$ cat src/rtl/bpm_deswap_avg_pkg.sv
// bpm_deswap_avg_pkg: shared BPM types and default widths for the swap and deswap stages.
package bpm_deswap_avg_pkg;
  localparam int ADC_WIDTH_DEF = 16;
  localparam int ACC_WIDTH_DEF = 32;
  localparam int SHIFT_W = 5;
  typedef enum logic {SW_DIRECT = 1'b0, SW_CROSSED = 1'b1} swap_e;
  typedef enum logic [1:0] {ST_IDLE, ST_SYNC, ST_ACC} avg_state_e;
endpackage

$ cat src/rtl/bpm_deswap_acc.sv
// bpm_deswap_acc: single-channel signed accumulator with clear, load and add controls.
module bpm_deswap_acc
  import bpm_deswap_avg_pkg::*;
#(
  parameter int ADC_WIDTH = ADC_WIDTH_DEF,
  parameter int ACC_WIDTH = ACC_WIDTH_DEF
) (
  input  logic                 clk_sys_i,
  input  logic                 rst_n_i,
  input  logic                 clr_i,
  input  logic                 ld_i,
  input  logic                 add_i,
  input  logic [ADC_WIDTH-1:0] din_i,
  output logic [ACC_WIDTH-1:0] sum_o
);
  logic [ACC_WIDTH-1:0] sum_d, sum_q, ext;
  always_comb begin
    ext   = {{(ACC_WIDTH-ADC_WIDTH){din_i[ADC_WIDTH-1]}}, din_i};
    sum_d = clr_i ? '0 : ld_i ? ext : add_i ? sum_q + ext : sum_q;
  end
  always_ff @(posedge clk_sys_i or negedge rst_n_i)
    if (!rst_n_i) sum_q <= '0;
    else sum_q <= sum_d;
  assign sum_o = sum_q;
endmodule

$ cat src/rtl/bpm_deswap_avg.sv
// bpm_deswap_avg: undoes the ADC channel swap and averages each channel over whole swap periods.
module bpm_deswap_avg
  import bpm_deswap_avg_pkg::*;
#(
  parameter int ADC_WIDTH = ADC_WIDTH_DEF,
  parameter int ACC_WIDTH = ACC_WIDTH_DEF
) (
  input  logic                 clk_sys_i,
  input  logic                 rst_n_i,
  input  logic [ADC_WIDTH-1:0] cha_i,
  input  logic [ADC_WIDTH-1:0] chb_i,
  input  logic [ADC_WIDTH-1:0] chc_i,
  input  logic [ADC_WIDTH-1:0] chd_i,
  input  logic                 valid_i,
  input  logic                 swap_i,
  input  logic                 en_i,
  input  logic [SHIFT_W-1:0]   shift_i,
  output logic [ADC_WIDTH-1:0] cha_o,
  output logic [ADC_WIDTH-1:0] chb_o,
  output logic [ADC_WIDTH-1:0] chc_o,
  output logic [ADC_WIDTH-1:0] chd_o,
  output logic                 valid_o,
  output logic [ADC_WIDTH-1:0] avg_a_o,
  output logic [ADC_WIDTH-1:0] avg_b_o,
  output logic [ADC_WIDTH-1:0] avg_c_o,
  output logic [ADC_WIDTH-1:0] avg_d_o,
  output logic                 avg_valid_o,
  output logic                 period_err_o
);
  localparam int SH_MAX = ACC_WIDTH - ADC_WIDTH;
  localparam int CNT_W = SH_MAX + 1;
  localparam logic [SHIFT_W-1:0] SH_CAP = (SH_MAX > 31) ? 5'd31 : SHIFT_W'(SH_MAX);
  avg_state_e state_q, state_d;
  logic [ADC_WIDTH-1:0] ds [4];
  logic [ADC_WIDTH-1:0] dout_q [4], dout_d [4], avg_q [4], avg_d [4];
  logic [ACC_WIDTH-1:0] sum [4];
  logic [CNT_W-1:0] cnt_q, cnt_d, target;
  logic [SHIFT_W-1:0] sh_q, sh_d, sh_new;
  logic valid_q, prev_q, prev_d, en_q, err_q, err_d, avg_valid_q;
  logic start, clr, ld, add, close_ok, close_bad, upd;
  assign ds[0] = (swap_i == SW_CROSSED) ? chc_i : cha_i;
  assign ds[1] = (swap_i == SW_CROSSED) ? chd_i : chb_i;
  assign ds[2] = (swap_i == SW_CROSSED) ? cha_i : chc_i;
  assign ds[3] = (swap_i == SW_CROSSED) ? chb_i : chd_i;
  // A period opens on the first valid direct sample after a crossed one.
  assign start  = valid_i && swap_i == SW_DIRECT && prev_q == SW_CROSSED;
  assign prev_d = valid_i ? swap_i : prev_q;
  assign sh_new = (shift_i > SH_CAP) ? SH_CAP : shift_i;
  assign target = CNT_W'(1) << sh_q;
  always_comb begin
    state_d   = state_q;
    clr       = 1'b0;
    ld        = 1'b0;
    add       = 1'b0;
    close_ok  = 1'b0;
    close_bad = 1'b0;
    cnt_d     = cnt_q;
    sh_d      = sh_q;
    unique case (state_q)
      ST_IDLE: begin
        clr   = 1'b1;
        cnt_d = '0;
        if (en_i) state_d = ST_SYNC;
      end
      ST_SYNC: if (start) begin
        state_d = ST_ACC;
        ld      = 1'b1;
        cnt_d   = CNT_W'(1);
        sh_d    = sh_new;
      end
      ST_ACC: if (start) begin
        ld        = 1'b1;
        cnt_d     = CNT_W'(1);
        sh_d      = sh_new;
        close_ok  = cnt_q == target;
        close_bad = cnt_q != target;
      end else if (valid_i) begin
        add   = 1'b1;
        cnt_d = (cnt_q == '1) ? cnt_q : cnt_q + CNT_W'(1);
      end
      default: state_d = ST_IDLE;
    endcase
    if (!en_i) begin
      state_d   = ST_IDLE;
      clr       = 1'b1;
      ld        = 1'b0;
      add       = 1'b0;
      close_ok  = 1'b0;
      close_bad = 1'b0;
      cnt_d     = '0;
    end
  end
  // Once a window mismatch is flagged, averages stay frozen until en_i is re-armed.
  assign upd   = close_ok && !err_q;
  assign err_d = (en_i && !en_q) ? 1'b0 : err_q | close_bad;
  always_comb
    for (int i = 0; i < 4; i++) begin
      dout_d[i] = valid_i ? ds[i] : dout_q[i];
      avg_d[i]  = upd ? ADC_WIDTH'($signed(sum[i]) >>> sh_q) : avg_q[i];
    end
  for (genvar i = 0; i < 4; i++) begin : g_acc
    bpm_deswap_acc #(.ADC_WIDTH(ADC_WIDTH), .ACC_WIDTH(ACC_WIDTH)) u_acc (
      .clk_sys_i(clk_sys_i),
      .rst_n_i  (rst_n_i),
      .clr_i    (clr),
      .ld_i     (ld),
      .add_i    (add),
      .din_i    (ds[i]),
      .sum_o    (sum[i])
    );
  end
  always_ff @(posedge clk_sys_i or negedge rst_n_i)
    if (!rst_n_i) begin
      state_q     <= ST_IDLE;
      cnt_q       <= '0;
      sh_q        <= '0;
      valid_q     <= 1'b0;
      prev_q      <= 1'b0;
      en_q        <= 1'b0;
      err_q       <= 1'b0;
      avg_valid_q <= 1'b0;
      for (int i = 0; i < 4; i++) begin
        dout_q[i] <= '0;
        avg_q[i]  <= '0;
      end
    end else begin
      state_q     <= state_d;
      cnt_q       <= cnt_d;
      sh_q        <= sh_d;
      valid_q     <= valid_i;
      prev_q      <= prev_d;
      en_q        <= en_i;
      err_q       <= err_d;
      avg_valid_q <= upd;
      dout_q      <= dout_d;
      avg_q       <= avg_d;
    end
  assign cha_o        = dout_q[0];
  assign chb_o        = dout_q[1];
  assign chc_o        = dout_q[2];
  assign chd_o        = dout_q[3];
  assign valid_o      = valid_q;
  assign avg_a_o      = avg_q[0];
  assign avg_b_o      = avg_q[1];
  assign avg_c_o      = avg_q[2];
  assign avg_d_o      = avg_q[3];
  assign avg_valid_o  = avg_valid_q;
  assign period_err_o = err_q;
endmodule

$ cat config.mk
export PLATFORM = sky130hd
export DESIGN_NAME = bpm_deswap_avg
export DESIGN_NICKNAME = d
export VERILOG_FILES = /design/src/rtl/bpm_deswap_avg_pkg.sv /design/src/rtl/bpm_deswap_acc.sv /design/src/rtl/bpm_deswap_avg.sv
export SDC_FILE = /design/constraint.sdc
export NUM_CORES = 1
export LEC_CHECK = 0
export BUFFER_PORTS_ARGS = -buffer_cell sky130_fd_sc_hd__buf_4
export CORE_MARGIN = 4
export CORE_UTILIZATION = 64
export CTS_CLUSTER_SIZE = 16
export DETAILED_ROUTE_END_ITERATION = 12
export HOLD_SLACK_MARGIN = 0.05
export PLACE_DENSITY = 0.92
export SETUP_SLACK_MARGIN = 0.15
export SLEW_MARGIN = 5
export SYNTH_ARGS = -nofsm -noshare
export SYNTH_HDL_FRONTEND = slang
export SYNTH_SLANG_ARGS = --single-unit
$ cat constraint.sdc
create_clock -name clk_sys_i -period 5.4 [get_ports clk_sys_i]
set_clock_uncertainty 0.1 [all_clocks]
set_input_delay 0.27 -clock clk_sys_i [delete_from_list [all_inputs] [get_ports clk_sys_i]]
set_output_delay 0.27 -clock clk_sys_i [all_outputs]
set_load 0.02 [all_outputs]
==> results of run 1 <==
## worst reg2reg max path, delay by kind of cell, from the launching register on
family / cells / cell delay, ps
AOI/OAI and AO/OA: 3 / 340
buffers and inverters: 2 / 710
DFF: 1 / 740
muxes: 1 / 320
and+or+nand+nor: 4 / 2050
## cells by family after synthesis
group                    after synthesis
buffers and inverters                238
multiplexers                         430
flip-flops                           285
AO/OA/AOI/OAI                        776
adder cells (fa/ha/maj)              134
XOR/XNOR                             112
AND/OR/NAND/NOR                      735
## report_power, final
part / leakage, nW / switching (mW) / internal (mW) / total [mW]
Sequential: 3.80 / 0.205 / 2.23 / 2.43
Combinational: 9.04 / 1.67 / 1.16 / 2.83
Clock: 0.621 / 0.975 / 1.68 / 2.66
## per-layer routing
layer / vias up / track usage, %
met5: - / 0
met1: 10890 / 45.77
met2: 1318 / 59.72
li1: 10170 / -
met4: 2 / 21.07
met3: 324 / 6.546
## cells in the final DEF (no fill, tap or decap), drive strengths merged, types with 74 or more instances in the layout
cell type / synthesis / final
ha: 130 / 130
dfrtp: 285 / 285
a21oi: 243 / 243
a21o: 81 / 81
buf: 54 / 247
o21ai: 276 / 276
nand2: 359 / 359
xnor2: 74 / 74
mux2i: 140 / 140
nor2: 211 / 211
mux2: 203 / 203
mux4: 87 / 87
## path summary, 6_finish.rpt
kind                             from                  endpoint  slack, ps
setup / recovery              sh_q[1]                avg_b_o[3]       1000
hold / removal               chc_i[7]                  chc_o[7]         60
setup reg to reg              sh_q[1]                avg_b_o[3]       1000
hold reg to reg            avg_d_o[5]                avg_d_o[5]        410
max in group asynchronous     rst_n_i  g_acc[0].u_acc.sum_o[22]       3590
min in group asynchronous     rst_n_i  g_acc[3].u_acc.sum_o[26]        180
## cell type report
type	instances	area (um^2)
repair buffers	273	2172
clock buffers	49	1001
clock inverters	14	280.3
flip-flops and latches	285	7148
inverters	73	276.5
fillers	2493	9343
well taps	504	630.6
multi-input cells	2187	16110
## state kept, by name, summed over array words and instances, names as in the netlist
name and flops:
chb_o 16, g_acc.u_acc.sum_o 128, prev_q 1, cnt_q 17, chc_o 16, avg_c_o 16, valid_o 1, avg_valid_o 1
en_q 1, cha_o 16, avg_b_o 16, avg_d_o 16, chd_o 16, sh_q 5, state_q 2, period_err_o 1
avg_a_o 16
## through the flow
stage,hold slack (ps),utilization [%]
floorplan,-125.6,-
global placement,190.4,70.54
detailed placement,198.2,70.54
CTS,53.38,74.71
global route,56.18,74.72
finish,59.93,74.72
## what timing repair did
item                                    CTS  global route
endpoints found under the hold margin   102             0
endpoints found under the setup margin    0             0
hold buffers                             26             0
==> impl_metrics.toml, run 1 <==
[routing]
wl_met3_um = 7054
dr.pass1.iters = 6
met2_length_um = 35930
via_count = 22700
postRouteAntennaNets = 0
avgViaCountPerCell = 6.707
drt_wl_total_um = 76430
avgRoutedWirePerCell_um = 22.58
top_layer_used = "met5"
wl_met1_um = 28410
drtIter0Drc = 2322
drc_errors = 0

[timing]
rsz0062_at_grt = "no"
worst_pin_slew_ps = 1236
fmax_mhz = 227.4
hold_violations = 0
final.period_utilization_pct = 81.45
period_minus_slack_ps = 4398
setup_viol = 0
setup_ws_ps = 1002
fin_tns_setup_ps = 0
slew_headroom_pct = 17.59
finalMaxSlewViolations = 0

[logic_synthesis]
synth.top_cell.area_share_pct = 29.51
yosysWarnings = 0
yosys.area_share.simple_pct = 12.95
synth_edf_count = 0
netlist_area_mm2 = 0.02417
async_reset_ff_share_pct = 100.0
muxShareOfSynthArea_pct = 23.37
synth_top_area_cell = "dfrtp_1"
synth_top_family_by_area = "multiplexers"
synthCells = 2710
synth_xor_area_share_pct = 4.059
yosysMostFrequentCell = "nand2_1"
yosys-top-cells-count = "nand2_1, dfrtp_1, o21ai_0, a21oi_1, nor2_1"
synth_nets = 2918
synthDistinctLibCells = 80
synth-compound-area-share_pct = 19.14
synthTopCellsByArea = "dfrtp_1, mux2_2, mux4_2"
ys_seq_area_share_pct = 29.51
synth_flop_cell = "dfrtp_1"
synth_seq_cells = 285
synth_area_per_cell_um2 = 8.918
synth_fa_ha_area_share_pct = 7.062

[clock_tree]
cts-root-buf = "clkbuf_16"
cts_setup_buffers = 0
clk_latency_ps = 550
htreeDepth = 2
cts_resized = 0
cts_made_buffers = 36
cts.sinks = 285
clockBufferDepth = 3
cts_tree = "done"
clk_pin_slew_ps = 60

[job]
drv_cap = 0

[die]
die_h_um = 202.3
core_area_mm2 = 0.03696
die_w_um = 202.3
fp-row-count = 70
floorplan.die_area_mm2 = 0.04093
initial_utilization_pct = 65.39
io-pin-count = 205

[global_route]
grt_max_degree = 136
grt_pass1_vias = 22540
gr-total-overflow = 0
grt_pass1_wl_um = 121600
grt.total_usage_pct = 36.51
antenna_found_initial = 2

[final_layout]
fin_area_mm2 = 0.02762
area_delta_synth_final_pct = 14.28
drive_gt1_share_pct = 21.62
fin_nets = 3064
fin_cells = 3385
antennaDiodeCount = 0

[critical_path]
r2r_cells = 10
cp_common_cell = "o21ai_0"
critical-path-top-delay-family = "simple AND/OR/NAND/NOR gates"
arrival_ps = 4720
critPathKind = "flip-flop to flip-flop"
worst-path-stages = 10
worstPathCellList = "inv_1 > nand2_1 > nor2_2 > o21ai_0 > o21ai_0 > a22oi_1 > nor4_1 > nand2_2 > buf_4 > mux2_2"
cp_max_fo = 54
cp_slowest_stage_delay_ps = 740
crit_path_start_kind = "flip-flop"
slowest_stage = "dfrtp_4"
end_kind = "flip-flop"
crit_buf_inv = 2
cp_data_required_time_ps = 5720

[power]
peakVddDrop_mv = 0.2099
p_leak_nw = 13.45
p_total_mw = 7.914
powerDensity_mw_per_mm2 = 286.5

[place]
post_dp_cell_area_mm2 = 0.02607
port_buffers = 204
dp_hpwl_um = 54130
place_inst = 3296
gp_congestion = 0.9998
dp_slack_ps = 787.1

[worst_hold_path]
hold_depth = 3
hp-class = "input port to flip-flop"

[status]
status = "finished, final reports clean"
No activity file was read; power rests on OpenSTA's default activity.
==> inputs of run 2 (changes only) <==
--- a/config.mk
+++ b/config.mk
@@ -5,13 +5,14 @@
 export SDC_FILE = /design/constraint.sdc
 export NUM_CORES = 1
 export LEC_CHECK = 0
+export ABC_AREA = 1
 export BUFFER_PORTS_ARGS = -buffer_cell sky130_fd_sc_hd__buf_4
 export CORE_MARGIN = 4
-export CORE_UTILIZATION = 64
+export CORE_UTILIZATION = 57
 export CTS_CLUSTER_SIZE = 16
 export DETAILED_ROUTE_END_ITERATION = 12
 export HOLD_SLACK_MARGIN = 0.05
-export PLACE_DENSITY = 0.92
+export PLACE_DENSITY = 0.86
 export SETUP_SLACK_MARGIN = 0.15
 export SLEW_MARGIN = 5
 export SYNTH_ARGS = -nofsm -noshare
==> constraint.sdc (replaced) <==
create_clock -name clk_sys_i -period 3.55 [get_ports clk_sys_i]
set_clock_uncertainty 0.1 [all_clocks]
set_input_delay 0.1775 -clock clk_sys_i [delete_from_list [all_inputs] [get_ports clk_sys_i]]
set_output_delay 0.1775 -clock clk_sys_i [all_outputs]
set_load 0.02 [all_outputs]
==> run 2 against run 1 <==
  * Combinational power rose to 6.6 times the previous value
  * Die area up 25%
  * Power grew to 3.6 times the previous value
  * Synthesized area up 12%
  * Critical endpoint is now g_acc[1].u_acc.sum_o[31]
  * First-iteration DRC count is 88% higher
  * Via count rose by 39%
  * Utilization down 8.1 points
  * Global-route usage up 1.5 points
==> impl_metrics.toml, run 2 <==
[logic_synthesis]
async_reset_ff_share_pct = 100.0
ys_seq_area_share_pct = 26.25
synth_area_per_cell_um2 = 5.835
synth_flop_cell = "dfrtp_1"
yosys-top-cells-count = "nand2_1, inv_1, o21ai_0, nand3_1, dfrtp_1"
netlist_area_mm2 = 0.02717
synth.top_cell.area_share_pct = 26.25
yosysWarnings = 0
synthDistinctLibCells = 40
synth_nets = 4864
synthTopCellsByArea = "dfrtp_1, nand2_1, inv_1"
synth_edf_count = 0
synth_seq_cells = 285
synth_top_area_cell = "dfrtp_1"
synthCells = 4656
yosysMostFrequentCell = "nand2_1"

[timing]
fin_tns_setup_ps = 0
setup_ws_ps = 539.7
rsz0062_at_grt = "no"
final.period_utilization_pct = 84.80
hold_violations = 0
worst_pin_slew_ps = 1096
finalMaxSlewViolations = 0
period_minus_slack_ps = 3010
fmax_mhz = 332.2
setup_viol = 0
slew_headroom_pct = 26.19

[power]
p_leak_nw = 17.57
powerDensity_mw_per_mm2 = 913.6
peakVddDrop_mv = 0.5420

[global_route]
gr-total-overflow = 0
grt_max_degree = 136
grt_pass1_vias = 28490
grt_pass1_wl_um = 155800
antenna_found_initial = 2
grt.total_usage_pct = 38.00

[place]
place_inst = 5344
port_buffers = 204
post_dp_cell_area_mm2 = 0.02935
dp_hpwl_um = 73890
gp_congestion = 1.059
dp_slack_ps = 218.3

[critical_path]
cp_max_fo = 16
crit_path_start_kind = "input port"
r2r_start = "state_q[1]"
r2r_cells = 11
cp_data_required_time_ps = 3900
rr_endpoint = "g_acc[1].u_acc.sum_o[5]"
critPathKind = "input port to flip-flop"
r2r_slack_ps = 590
end_kind = "flip-flop"
arrival_ps = 3360

[routing]
dr.pass1.iters = 6
drc_errors = 0
via_count = 31580
postRouteAntennaNets = 0
avgRoutedWirePerCell_um = 18.16
drtIter0Drc = 4370
avgViaCountPerCell = 5.782
drt_wl_total_um = 99180

[final_layout]
multi_input_area_mm2 = 0.01713
regArea_mm2 = 0.007143
final_util_pct = 66.62
layout_common_cells = "nand2_1, inv_1, o21ai_0"
fin_area_mm2 = 0.03121
fin_nets = 5034
layout_commonest_cell = "nand2_1"
fin_cells = 5462
drive_gt1_share_pct = 9.126
fillers = 4293
area_delta_synth_final_pct = 14.87
largest_reg_flops = 128

[die]
floorplan.die_area_mm2 = 0.05122
core_area_mm2 = 0.04685
fp-row-count = 79
io-pin-count = 205
initial_utilization_pct = 57.99
die_w_um = 226.3
die_h_um = 226.3

[status]
status = "finished, final reports clean"

[worst_hold_path]
hp-class = "input port to async pin"

[clock_tree]
cts_made_buffers = 37
cts_tree = "done"
cts_resized = 0
clockBufferDepth = 3
clk_latency_ps = 570
cts.sinks = 285
clk_pin_slew_ps = 60
cts-root-buf = "clkbuf_16"
htreeDepth = 2

[job]
drv_cap = 0
[run 2: cell types whose count changed in the layout (fill, tap and decap cells not counted), moves of 72 or more]
cell     previous run  this run
mux4_2             87         0
or2_2               6        78
a21o_1             80         3
nand3_1            23       400
nand2_1           358      1870
mux2i_1           140        10
mux2_2            202         0
xnor2_1            74         2
o21ai_0           272       403
inv_1              71       544
[run 2: worst max-delay path by stage]
stage                          from                  endpoint  slack [ps]
final                     chd_i[15]  g_acc[1].u_acc.sum_o[31]         540
after floorplan              swap_i  g_acc[0].u_acc.sum_o[26]         350
after global placement       swap_i  g_acc[0].u_acc.sum_o[30]         250
after detailed placement     swap_i  g_acc[2].u_acc.sum_o[14]         220
after CTS                   sh_q[0]                avg_a_o[1]         620
after global routing         swap_i  g_acc[2].u_acc.sum_o[18]         340
[run 2: cell families (layout without fill, tap and decap cells)]
kind of cell	after synthesis	count (layout)	share of synthesized area, %
simple gates	2699	2699	40.67
other cells	0	1	0
flops	285	285	26.25
compound gates	723	723	13.96
buf+inv	752	950	10.76
xor+xnor	53	53	1.709
mux	10	10	0.3684
fa+ha+maj	134	134	6.281
[run 2: per-layer routing]
layer	vias to the layer above	share of wire, %	global-route usage (%)
met5	-	0	0
met4	0	5.0	16.56
met3	272	11	8.105
met2	1800	41	56.10
met1	14360	42	53.94
li1	15150	-	-
[run 2: repair_timing]
item | in CTS | in global routing
hold buffers | 50 | 0
endpoints found under the hold margin | 134 | 0
buffers inserted | 0 | 0
[run 2: report_power, final]
part | leakage (nW) | switching [mW] | internal (mW) | total (mW)
Sequential | 3.70 | 1.21 | 4.26 | 5.47
Clock | 0.666 | 1.62 | 2.64 | 4.26
Combinational | 13.2 | 12.9 | 5.90 | 18.8
Total | 17.6 | 15.7 | 12.8 | 28.5
[run 2: final cells by class]
cell class / instances / share of cell area (%)
diodes: 1 / 0.008018
clock buffers: 47 / 3.416
clock inverters: 20 / 0.9421
inverters: 557 / 6.711
multi-input cells: 3619 / 54.90
flip-flops and latches: 285 / 22.89
well taps: 607 / 2.433
repair buffers: 326 / 8.707
[run 2: critical path, cell delays in order]
cell and delay (ps):
dlygate4sd3_1 570, buf_4 160, or2_2 280, o21ai_0 110
inv_1 350, ha_1 520, nand2_1 130, nor2_1 240
nand2_1 120, nor4_1 170, nand2_1 160, nand3_1 100
nand3_1 80, nand2_1 100, nand2_1 70
[run 2: stage by stage]
stage	power, mW	hold WS [ps]
after floorplan	18.03	-218.1
after global placement	23.27	86.21
after global routing	30.84	79.89
final	28.51	59.95
after detailed placement	23.44	85.45
after CTS	27.87	74.67
